[src/rtl/fetch_pc_unit_pkg.sv]
// Shared fetch-stage definitions: next-PC select codes, FSM state encoding
// and the default reset/handler vectors.
package fetch_pc_unit_pkg;

  localparam logic [31:0] DEFAULT_RESET_VECTOR   = 32'h0000_3000;
  localparam logic [31:0] DEFAULT_HANDLER_VECTOR = 32'h0000_4180;

  typedef enum logic [2:0] {
    PCSRC_SEQ    = 3'b000,
    PCSRC_BRANCH = 3'b001,
    PCSRC_JUMP   = 3'b010,
    PCSRC_JR     = 3'b011,
    PCSRC_ERET   = 3'b100
  } pcsrc_e;

  typedef enum logic [1:0] {
    ST_IDLE    = 2'b00,
    ST_PENDING = 2'b01,
    ST_SERVICE = 2'b10
  } fetch_state_e;

endpackage

[src/rtl/fetch_pc_unit_npc_calc.sv]
// Combinational next-PC target arithmetic and select; reports whether the
// chosen target is a redirect (anything other than sequential fetch).
module npc_calc
  import fetch_pc_unit_pkg::*;
(
  input  logic [31:0] pc,
  input  logic [31:0] idpc,
  input  logic [31:0] imm32,
  input  logic [25:0] jump_index,
  input  logic [31:0] reg_target,
  input  logic [31:0] epc,
  input  logic [2:0]  pc_src,
  input  logic        branch_taken,
  output logic [31:0] next_pc,
  output logic        redirect
);

  logic [31:0] seq_pc;
  logic [31:0] id_plus4;
  logic [31:0] branch_pc;
  logic [31:0] jump_pc;
  logic [31:0] jr_pc;

  // All arithmetic wraps modulo 2^32 by construction.
  assign seq_pc    = pc + 32'd4;
  assign id_plus4  = idpc + 32'd4;
  assign branch_pc = id_plus4 + (imm32 << 2);
  assign jump_pc   = {id_plus4[31:28], jump_index, 2'b00};
  assign jr_pc     = reg_target & 32'hFFFF_FFFC;

  always_comb begin
    next_pc  = seq_pc;
    redirect = 1'b0;
    case (pc_src)
      PCSRC_BRANCH: begin
        if (branch_taken) begin
          next_pc  = branch_pc;
          redirect = 1'b1;
        end
      end
      PCSRC_JUMP: begin
        next_pc  = jump_pc;
        redirect = 1'b1;
      end
      PCSRC_JR: begin
        next_pc  = jr_pc;
        redirect = 1'b1;
      end
      PCSRC_ERET: begin
        next_pc  = epc;
        redirect = 1'b1;
      end
      default: ;
    endcase
  end

endmodule

[src/rtl/fetch_pc_unit.sv]
// Fetch PC register with redirect handling and a three-state interrupt
// entry/return FSM.
module fetch_pc_unit
  import fetch_pc_unit_pkg::*;
#(
  parameter logic [31:0] RESET_VECTOR   = DEFAULT_RESET_VECTOR,
  parameter logic [31:0] HANDLER_VECTOR = DEFAULT_HANDLER_VECTOR
) (
  input  logic        clk,
  input  logic        rst,
  input  logic        PCWrite,
  input  logic [2:0]  PCSrc,
  input  logic        BranchTaken,
  input  logic [31:0] IDPC,
  input  logic [31:0] Imm32,
  input  logic [25:0] JumpIndex,
  input  logic [31:0] RegTarget,
  input  logic        IntReq,
  input  logic        IntEn,
  output logic [31:0] PCOut,
  output logic [31:0] PCPlus4Out,
  output logic [31:0] EPCOut,
  output logic        FlushOut,
  output logic        IntAck,
  output logic        InService
);

  fetch_state_e state_q, state_d;
  logic [31:0]  pc_q, pc_d;
  logic [31:0]  epc_q, epc_d;
  logic [31:0]  next_pc;
  logic         redirect;
  logic         int_req;
  logic         take_int;
  logic         flush;
  logic         ack;

  npc_calc u_npc_calc (
    .pc           (pc_q),
    .idpc         (IDPC),
    .imm32        (Imm32),
    .jump_index   (JumpIndex),
    .reg_target   (RegTarget),
    .epc          (epc_q),
    .pc_src       (PCSrc),
    .branch_taken (BranchTaken),
    .next_pc      (next_pc),
    .redirect     (redirect)
  );

  assign int_req = IntReq & IntEn;

  always_comb begin
    state_d  = state_q;
    pc_d     = pc_q;
    epc_d    = epc_q;
    take_int = 1'b0;
    flush    = 1'b0;
    ack      = 1'b0;

    // Entry only on an unstalled sequential cycle so no redirect is lost.
    case (state_q)
      ST_IDLE: begin
        if (int_req) begin
          if (PCWrite && !redirect) take_int = 1'b1;
          else                      state_d  = ST_PENDING;
        end
      end
      ST_PENDING: begin
        if (PCWrite) begin
          if (!int_req)       state_d  = ST_IDLE;
          else if (!redirect) take_int = 1'b1;
        end
      end
      ST_SERVICE: begin
        if (PCWrite && (PCSrc == PCSRC_ERET)) state_d = ST_IDLE;
      end
      default: state_d = ST_IDLE;
    endcase

    if (PCWrite) begin
      if (take_int) begin
        epc_d   = pc_q;
        pc_d    = HANDLER_VECTOR;
        state_d = ST_SERVICE;
        ack     = 1'b1;
        flush   = 1'b1;
      end else begin
        pc_d  = next_pc;
        flush = redirect;
      end
    end
  end

  always_ff @(posedge clk) begin
    if (rst) begin
      state_q <= ST_IDLE;
      pc_q    <= RESET_VECTOR;
      epc_q   <= 32'h0;
    end else begin
      state_q <= state_d;
      pc_q    <= pc_d;
      epc_q   <= epc_d;
    end
  end

  assign PCOut      = pc_q;
  assign PCPlus4Out = pc_q + 32'd4;
  assign EPCOut     = epc_q;
  assign FlushOut   = flush;
  assign IntAck     = ack;
  assign InService  = (state_q == ST_SERVICE);

endmodule
[config.mk]
export PLATFORM = sky130hd
export DESIGN_NAME = fetch_pc_unit
export DESIGN_NICKNAME = d
export VERILOG_FILES = /design/src/rtl/fetch_pc_unit_pkg.sv /design/src/rtl/fetch_pc_unit_npc_calc.sv /design/src/rtl/fetch_pc_unit.sv
export SDC_FILE = /design/constraint.sdc
export NUM_CORES = 1
export LEC_CHECK = 0
export BUFFER_PORTS_ARGS = -buffer_cell sky130_fd_sc_hd__buf_2
export CORE_MARGIN = 4
export CORE_UTILIZATION = 45
export DETAILED_ROUTE_END_ITERATION = 8
export PLACE_DENSITY = 0.74
export SYNTH_ARGS = -nofsm -noshare
export SYNTH_HDL_FRONTEND = slang
export SYNTH_SLANG_ARGS = --single-unit
[constraint.sdc]
create_clock -name clk -period 4.56 [get_ports clk]
set_input_delay 0.456 -clock clk [delete_from_list [all_inputs] [get_ports clk]]
set_output_delay 0.456 -clock clk [all_outputs]
set_load 0.02 [all_outputs]
Yosys cells after proc, flatten, opt, wreduce, memory -nomap -nowiden
Index checks and enable logic that the tools add are counted.

word-level totals
  bits in registers = 66
  bits of input ports = 131
  output and inout bits = 99
  logic and storage cells = 42

cells by class
  add/sub/neg operators = 3
  equality and inequality tests = 6
  multiplexer cells = 23
  bitwise logic cells = 1
  reductions and logical operators = 6

operators with widths
  cell                   count
  $pmux 32 s4            1
  $add 32x3->32 const B  2
  $mux 32                2
  $add 32x32->32         1
  $mux 2                 7
  $mux 1                 10
  $eq 3x2->1 const B     2
  $pmux 2 s3             1
  $pmux 1 s2             2
  $eq 3x1->1 const B     1
  $eq 3x3->1 const B     1
  $reduce_or 3->1        1
  $eq 2x1->1 const B     1
  $eq 2x2->1 const B     1
  $logic_and 1x1->1      2
  $logic_not 2->1        1
  $reduce_and 2->1       1
  $and 1x1->1            1
  $logic_not 1->1        1

Longest topological paths before layout
Gate-level depths: netlist (run 1).

  depth in word-level cells = 10
  mapped depth = 17

By module
Synthesis (run 1) repeated with hierarchy kept, for this count alone.

second synthesis, totals
  cells, all modules = 938
  area, all modules = 6901.6 um2

modules (own cells, without submodules)
  module         instances  cells each  area an instance (um2)  sequential area each (um2)
  npc_calc       1          624         4076.4                  0.0
  fetch_pc_unit  1          314         2825.2                  1321.3

Worst setup path after synthesis (run 1)
No wires, ideal clock.

  kind = input to register
  start point = input port IDPC[5]
  end point = register pc_q[31] (netlist: PCOut[31])
  setup time = 62 ps
  arrival = 3329 ps
  data required time = 4498 ps
  slack = 1169 ps
  cell stages on the path = 17
  path buffers = 2
  path through = and3_1 buf_2 nand4_1 or2_2 inv_1 nand2_1 xnor2_1 ha_1 clkbuf_1 o21ai_0 o21bai_1 a211oi_1 o21ai_0 o21ai_0 a221oi_1 or4b_1 nand3_1

on the way
  cells in the longest elaborated chain, start to end = 5

RTL lines
  element               RTL line                      text
  start, declared       fetch_pc_unit.sv:14           input logic [31:0] IDPC,
  $add 32x3->32 (*)     fetch_pc_unit_npc_calc.sv:26  assign id_plus4 = idpc + 32'd4;
  $add 32x32->32        fetch_pc_unit_npc_calc.sv:27  assign branch_pc = id_plus4 + (imm32 << 2);
  $mux 32               fetch_pc_unit_npc_calc.sv:36  if (branch_taken) begin
  $pmux 32 s4 (*)       fetch_pc_unit_npc_calc.sv:34  case (pc_src)
  $mux 32 (*)           fetch_pc_unit.sv:82           if (take_int) begin
  end signal, assigned  fetch_pc_unit.sv:102          pc_q <= pc_d;
  end, declared         fetch_pc_unit.sv:29           logic [31:0] pc_q, pc_d;

Mark *: on every way between the ends. The rest lies on a longest branch, timed or not.
A chain may end at the register's enable or synchronous reset.

Worst setup path after layout (run 1)
  start point = input port IDPC[4]
  end point = register pc_q[31] (netlist: PCOut[31])

The elaborated chain is that of the path after synthesis.

==> impl_metrics.ini, run 1 <==
[global_route]
grt_pass1_vias = 6704
grt_pass1_wl_um = 34600
grt_max_degree = 49
grt_overflow_total = 0
grtUsageTotal = 0.266
antenna_found_initial = 0

[clock_tree]
clock_latency_ns = 0.33
cts.hold.buffers_added = 0
cts_tree = yes
root_buffer = clkbuf_16
cts_setup_buffers = 0
cts_resized = 0
cts_max_level = 3
clock_sinks = 66
cts_buffers = 9
cts.reportedPaths.clkPinSlew_ns = 0.05
cts.path.max_buffers = 2

[die]
die_area_um2 = 15900
core_um2 = 13500
fp.dieH_um = 126
rows = 42
initial_utilization = 0.465
die_x_um = 126
ios = 230

[layout]
fillerInstances = 1330
n_antenna_cell = 0
postLayoutCoreUtil = 0.576
layout.nets = 1205
area_growth_pct = 23.8
layout-drive-gt1-share = 0.280

[timing]
grt_setup_unrepaired = false
layout_setup_ws_ns = 0.782
period_minus_slack_ns = 3.78
finalSetupTns_ns = 0
maxSlewHeadroom = 0.369
hold_viol_final = 0
worst_slew_pin_slew_ns = 0.941
fin_hold_ws_ns = 0.438
max_freq_mhz = 265
fin_skew_ns = 0.00573
finalSetupViolCount = 0
min_period_over_period = 0.828
slew_viol_final = 0

[setup_path]
path_delay_family = simple AND/OR/NAND/NOR gates
required_ns = 4.77
path_class = in2reg
reg2reg_to = PCOut[24]
cp_cell_sequence = buf_2 > and3_1 > nand3_1 > nor2_1 > and2_1 > nand2_1 > xnor2_1 > ha_1 > inv_1 > nor3_1 > o21ai_1 > a211oi_1 > o21ai_0 > a221oi_1 > or4b_1 > nand3_1
critPathMaxFanout = 6
end_kind = register
cpPeakStageDelay_ns = 0.63
worst_r2r_path_depth = 10
cp-start-kind = input pin
crit_path_top_delay_cell = a221oi_1
crit_buf_inv = 2
reg2reg_slack_ns = 1.75
worstPathArrival_ns = 3.99
path_common_cell = nand3_1
r2r_start = PCOut[2]

[synth]
synth_common_cells = nand2_1 (119), a21oi_1 (83), dfxtp_1 (66), nor2_1 (51), xnor2_1 (48)
synth.yosys.warnings = 0
postSynthCellCount = 838
syn_area_um2 = 6260
synth_top_area_frac = 0.211
yosysSeqAreaShare = 0.211
async_flop_share = 0
yosysUniqueCellTypes = 78
ys.flop_type = dfxtp_1
yosys-top-cells-area = dfxtp_1 (21%), ha_1 (7.2%), nand2_1 (7.1%)
yosysMostFrequentCell = nand2_1
ys_ff_latch = 66
syn_area_per_cell_um2 = 7.47
post-synth-top-area-cell = dfxtp_1
synthesis.nets = 1006
synth_edf_count = 0

[worst_hold_path]
min_from = state_q[1]
hold_class = reg2reg
hold_end = state_q[0]
hold_depth = 1

[routing]
drt-vias-per-instance = 5.90
drc = 0
vias = 7178
ant_nets = 0
wl_per_cell_um = 18.3
drt_iter0_drc = 642
drt-pass1-iter-count = 6
drt_wl_total_um = 22300

[run_status]
status = finished, final reports clean

[place]
port_buffers = 225
place.gp.congestion = 0.930
place_ws_ns = 0.547
hpwl_um = 17100

[power_and_ir_drop]
power_density_nw_per_um2 = 243
ir_drop_mv = 0.148
p_leak_nw = 3.51

[job]
drv_cap = 0
[final cells by class]
class / count / area, um^2 / area share
clock buffer: 12 / 256 / 0.0331
clock inverter: 3 / 15.0 / 0.00194
sequential: 66 / 1320 / 0.170
timing repair buffer: 236 / 1210 / 0.156
tap: 176 / 220 / 0.0284
multi-input combinational: 700 / 4640 / 0.599
inverter: 24 / 90.1 / 0.0116
[how the worst max path moves through the flow]
stage | start | end | slack [ns] | cells past startpoint
2_1_floorplan | IDPC[5] | PCOut[31] | 1.17 | 17
3_3_place_gp | IDPC[4] | PCOut[31] | 0.60 | 15
3_5_place_dp | IDPC[4] | PCOut[31] | 0.55 | 15
4_1_cts | IDPC[4] | PCOut[31] | 0.89 | 15
5_1_grt | IDPC[8] | PCOut[31] | 0.51 | 16
6_report | IDPC[4] | PCOut[31] | 0.78 | 16
[worst register-to-register path: cells and delay by family (launching register included)]
family,cells,cell delay [ns]
compound gates,2,0.81
simple gates,5,0.71
flops,1,0.50
fa+ha+maj,1,0.31
buf+inv,1,0.19
xor+xnor,1,0.19
[flip-flops by register name, summed over array words and instances (netlist names)]
register  flops
EPCOut       32
PCOut        32
state_q       2
[layout by cell type, fill, tap and decap left out, types with 10 or more instances in the layout]
| master | n |
|---|---|
| nand2_1 | 119 |
| a21o_1 | 13 |
| o21ai_0 | 43 |
| and3_1 | 15 |
| o221ai_1 | 10 |
| nor2_1 | 51 |
| nand2b_1 | 10 |
| a21oi_1 | 83 |
| nor3_1 | 19 |
| a222oi_1 | 15 |
| xor2_1 | 28 |
| xnor2_1 | 48 |
| mux2_2 | 17 |
| buf_2 | 225 |
| ha_1 | 36 |
| dfxtp_1 | 66 |
| nand4_1 | 19 |
| buf_4 | 11 |
| nand3_1 | 37 |
| inv_1 | 24 |
[layer usage]
layer  part of all wire  track usage  vias to the layer above
li1                   -            -                     3475
met1               0.44        0.370                     3307
met2               0.45        0.420                      370
met3               0.10       0.0487                       26
met4              0.015       0.0795                        0
met5                  0            0                        -
[where the power goes]
| part | leakage, nW | switching [mW] | total [mW] | internal (mW) |
|---|---|---|---|---|
| Combinational | 2.84 | 0.370 | 0.612 | 0.242 |
| Clock | 0.138 | 0.247 | 0.638 | 0.392 |
| Sequential | 0.536 | 0.0374 | 0.634 | 0.597 |
[logic make-up after synthesis]
family / Yosys count / synth area share
simple gates: 317 / 0.254
buf+inv: 72 / 0.0484
compound gates: 243 / 0.258
fa+ha+maj: 37 / 0.0751
flops: 66 / 0.211
xor+xnor: 77 / 0.109
mux: 26 / 0.0450
[metrics by stage]
step	instance area, um^2	power (mW)	instances
global placement	7480	1.24	1202
finish	7750	1.88	1217
detailed placement	7480	1.25	1202
CTS	7750	1.88	1217
floorplan	6260	1.03	838
global route	7750	1.97	1217
Note: power is estimated with default switching activity, not from simulation.
==> run 2, diff against run 1 <==
--- a/config.mk
+++ b/config.mk
@@ -5,11 +5,12 @@
 export SDC_FILE = /design/constraint.sdc
 export NUM_CORES = 1
 export LEC_CHECK = 0
+export ABC_AREA = 1
 export BUFFER_PORTS_ARGS = -buffer_cell sky130_fd_sc_hd__buf_2
 export CORE_MARGIN = 4
 export CORE_UTILIZATION = 45
 export DETAILED_ROUTE_END_ITERATION = 8
-export PLACE_DENSITY = 0.74
+export PLACE_DENSITY = 0.72
 export SYNTH_ARGS = -nofsm -noshare
 export SYNTH_HDL_FRONTEND = slang
 export SYNTH_SLANG_ARGS = --single-unit
==> constraint.sdc (replaced) <==
create_clock -name clk -period 3.8 [get_ports clk]
set_input_delay 0.38 -clock clk [delete_from_list [all_inputs] [get_ports clk]]
set_output_delay 0.38 -clock clk [all_outputs]
set_load 0.02 [all_outputs]
==> run 2 against run 1 <==
Net effect:
- worst hold slack got worse by 0.092 ns
- flip-flop and latch count unchanged
- critical path depth increased by 6
==> impl_metrics.ini, run 2 <==
[run_status]
status = finished, final reports clean

[routing]
drt-pass1-iter-count = 9
drt-met1-wl_um = 12100
wl_per_cell_um = 16.3
vias = 8727
top_layer_used = met4
wl_met3_um = 1980
ant_nets = 0
drt_wl_total_um = 26700
drt_iter0_drc = 776
drt-vias-per-instance = 5.32
drc = 0
wl_met2_um = 11900

[timing]
fin_skew_ns = 0.00880
period_minus_slack_ns = 3.15
min_period_over_period = 0.830
layout_setup_ws_ns = 0.647
maxSlewHeadroom = 0.349
slew_viol_final = 0
max_freq_mhz = 317
worst_slew_pin_slew_ns = 0.976
finalSetupViolCount = 0
grt_setup_unrepaired = false
hold_viol_final = 0
finalSetupTns_ns = 0

[die]
ios = 230
fp.dieH_um = 134
initial_utilization = 0.464
core_um2 = 15300
rows = 45
die_area_um2 = 17900
die_x_um = 134

[setup_path]
critPathMaxFanout = 5
cp_cell_sequence = buf_2 > nand2_1 > nor2_2 > nand3_2 > nor2_1 > inv_2 > nor4_4 > nand3_1 > nor3_2 > xor2_1 > inv_1 > ha_1 > nand2_1 > nor2_1 > nand2_1 > nand3b_1 > nand2_1 > nand2_1 > nand3_1 > nand3_1 > nand2_1 > a21oi_2
cpPeakStageDelay_ns = 0.39
cp-start-kind = input pin
crit_path_start = IDPC[5]
path_common_cell = nand2_1
end_kind = register
path_class = in2reg
crit_buf_inv = 3
required_ns = 3.99
reg2reg_slack_ns = 1.53
path_delay_family = simple AND/OR/NAND/NOR gates
r2r_start = PCOut[2]
worstPathArrival_ns = 3.34
crit_path_top_delay_cell = ha_1

[synth]
async_flop_share = 0
synth-compound-area-share = 0.187
synth_top_area_frac = 0.186
syn_area_um2 = 7100
synth.yosys.warnings = 0
yosys-top-cells-area = dfxtp_1 (19%), nand2_1 (17%), inv_1 (9.1%)
ys_ff_latch = 66
yosysUniqueCellTypes = 51
synthAdderAreaFrac = 0.0663
synth_top_family_by_area = simple AND/OR/NAND/NOR gates
syn_area_per_cell_um2 = 5.84
post-synth-top-area-cell = dfxtp_1
synth_xor_area_frac = 0.0553
ys.flop_type = dfxtp_1
synthesis.nets = 1383
synthMuxAreaShare = 0
yosysMostFrequentCell = nand2_1
synth_common_cells = nand2_1 (325), inv_1 (172), nor2_1 (123), a21oi_1 (111), nand3_1 (83)
postSynthCellCount = 1215
synth_edf_count = 0
yosysSeqAreaShare = 0.186
synth-simple-area-share = 0.381

[layout]
layout-drive-gt1-share = 0.205
n_antenna_cell = 0
fin_area_um2 = 8680
multi_input_comb_area_um2 = 4900
final_common_cell = nand2_1
ff_latch_area_um2 = 1320
layout.nets = 1591
final_cell_mix = nand2_1 (325), buf_2 (225), inv_1 (172)
fillerInstances = 1668
area_growth_pct = 22.2

[worst_hold_path]
hold_class = in2reg
min_from = IDPC[0]

[power_and_ir_drop]
power_density_nw_per_um2 = 284
p_leak_nw = 4.41
ir_drop_mv = 0.211

[clock_tree]
cts_buffers = 9
cts_tree = yes
clock_latency_ns = 0.34
cts.reportedPaths.clkPinSlew_ns = 0.06
root_buffer = clkbuf_16
cts_resized = 0
clock_sinks = 66
cts_max_level = 3
cts.hold.buffers_added = 0
cts_setup_buffers = 0
cts.path.max_buffers = 2

[place]
placed_area_um2 = 8370
hpwl_um = 21700
port_buffers = 225
place_ws_ns = 0.359
place.gp.congestion = 0.996

[global_route]
grt_pass1_wl_um = 42000
grtUsageTotal = 0.289
grt_max_degree = 50
grt_pass1_vias = 8080
grt_overflow_total = 0
antenna_found_initial = 0

[job]
drv_cap = 0
==> run 2: worst paths after layout <==
| kind | depth (start not counted) | to |
|---|---|---|
| setup / recovery | 22 | PCOut[27] |
| hold / removal | 3 | PCOut[0] |
| setup reg to reg | 12 | PCOut[20] |
| hold reg to reg | 2 | EPCOut[30] |
==> run 2: kinds of logic after synthesis <==
kind of cell               Yosys count
DFF                                 66
xor gates and xnor gates            44
adders and majority gates           37
and+or+nand+nor                    618
buffers and inverters              220
AOI/OAI and AO/OA                  230
==> run 2: report_power, final <==
group / switching, mW / internal, mW
clock: 0.351 / 0.513
sequential: 0.0511 / 0.728
combinational: 0.535 / 0.288
total: 0.937 / 1.53
==> run 2: worst reg2reg max path: stages, from the launching register on <==
cell     delay [ns]
dfxtp_1        0.46
ha_1           0.34
nand3_2        0.17
nor2_2         0.23
nand4_1        0.18
nor2_2         0.18
nand4_1        0.16
nand3_1        0.13
nand2_1        0.05
nand2_1        0.07
nand2_1        0.05
nand2_1        0.06
a21oi_1        0.05
==> run 2: per-layer routing <==
layer  GRT usage  vias up
met2       0.459      354
met3      0.0510       39
met1       0.401     3930
met5           0        -
met4      0.0829        0
li1            -     4404
==> run 2: stage by stage <==
stage,std cells,hold slack [ns],power [mW],util
final,1639,0.346,2.47,0.567
after global routing,1639,0.371,2.60,0.567
after CTS,1639,0.340,2.46,0.567
after detailed placement,1623,0.452,1.61,0.547
after global placement,1623,0.450,1.60,0.547
after floorplan,1215,0.488,1.32,-
==> run 2: cell type report <==
cell class / count / area share
Multi-Input combinational cell: 929 / 0.565
Sequential cell: 66 / 0.152
Timing Repair Buffer: 236 / 0.139
Inverter: 181 / 0.0784
Tap cell: 211 / 0.0304
Clock buffer: 9 / 0.0260
Clock inverter: 7 / 0.00894
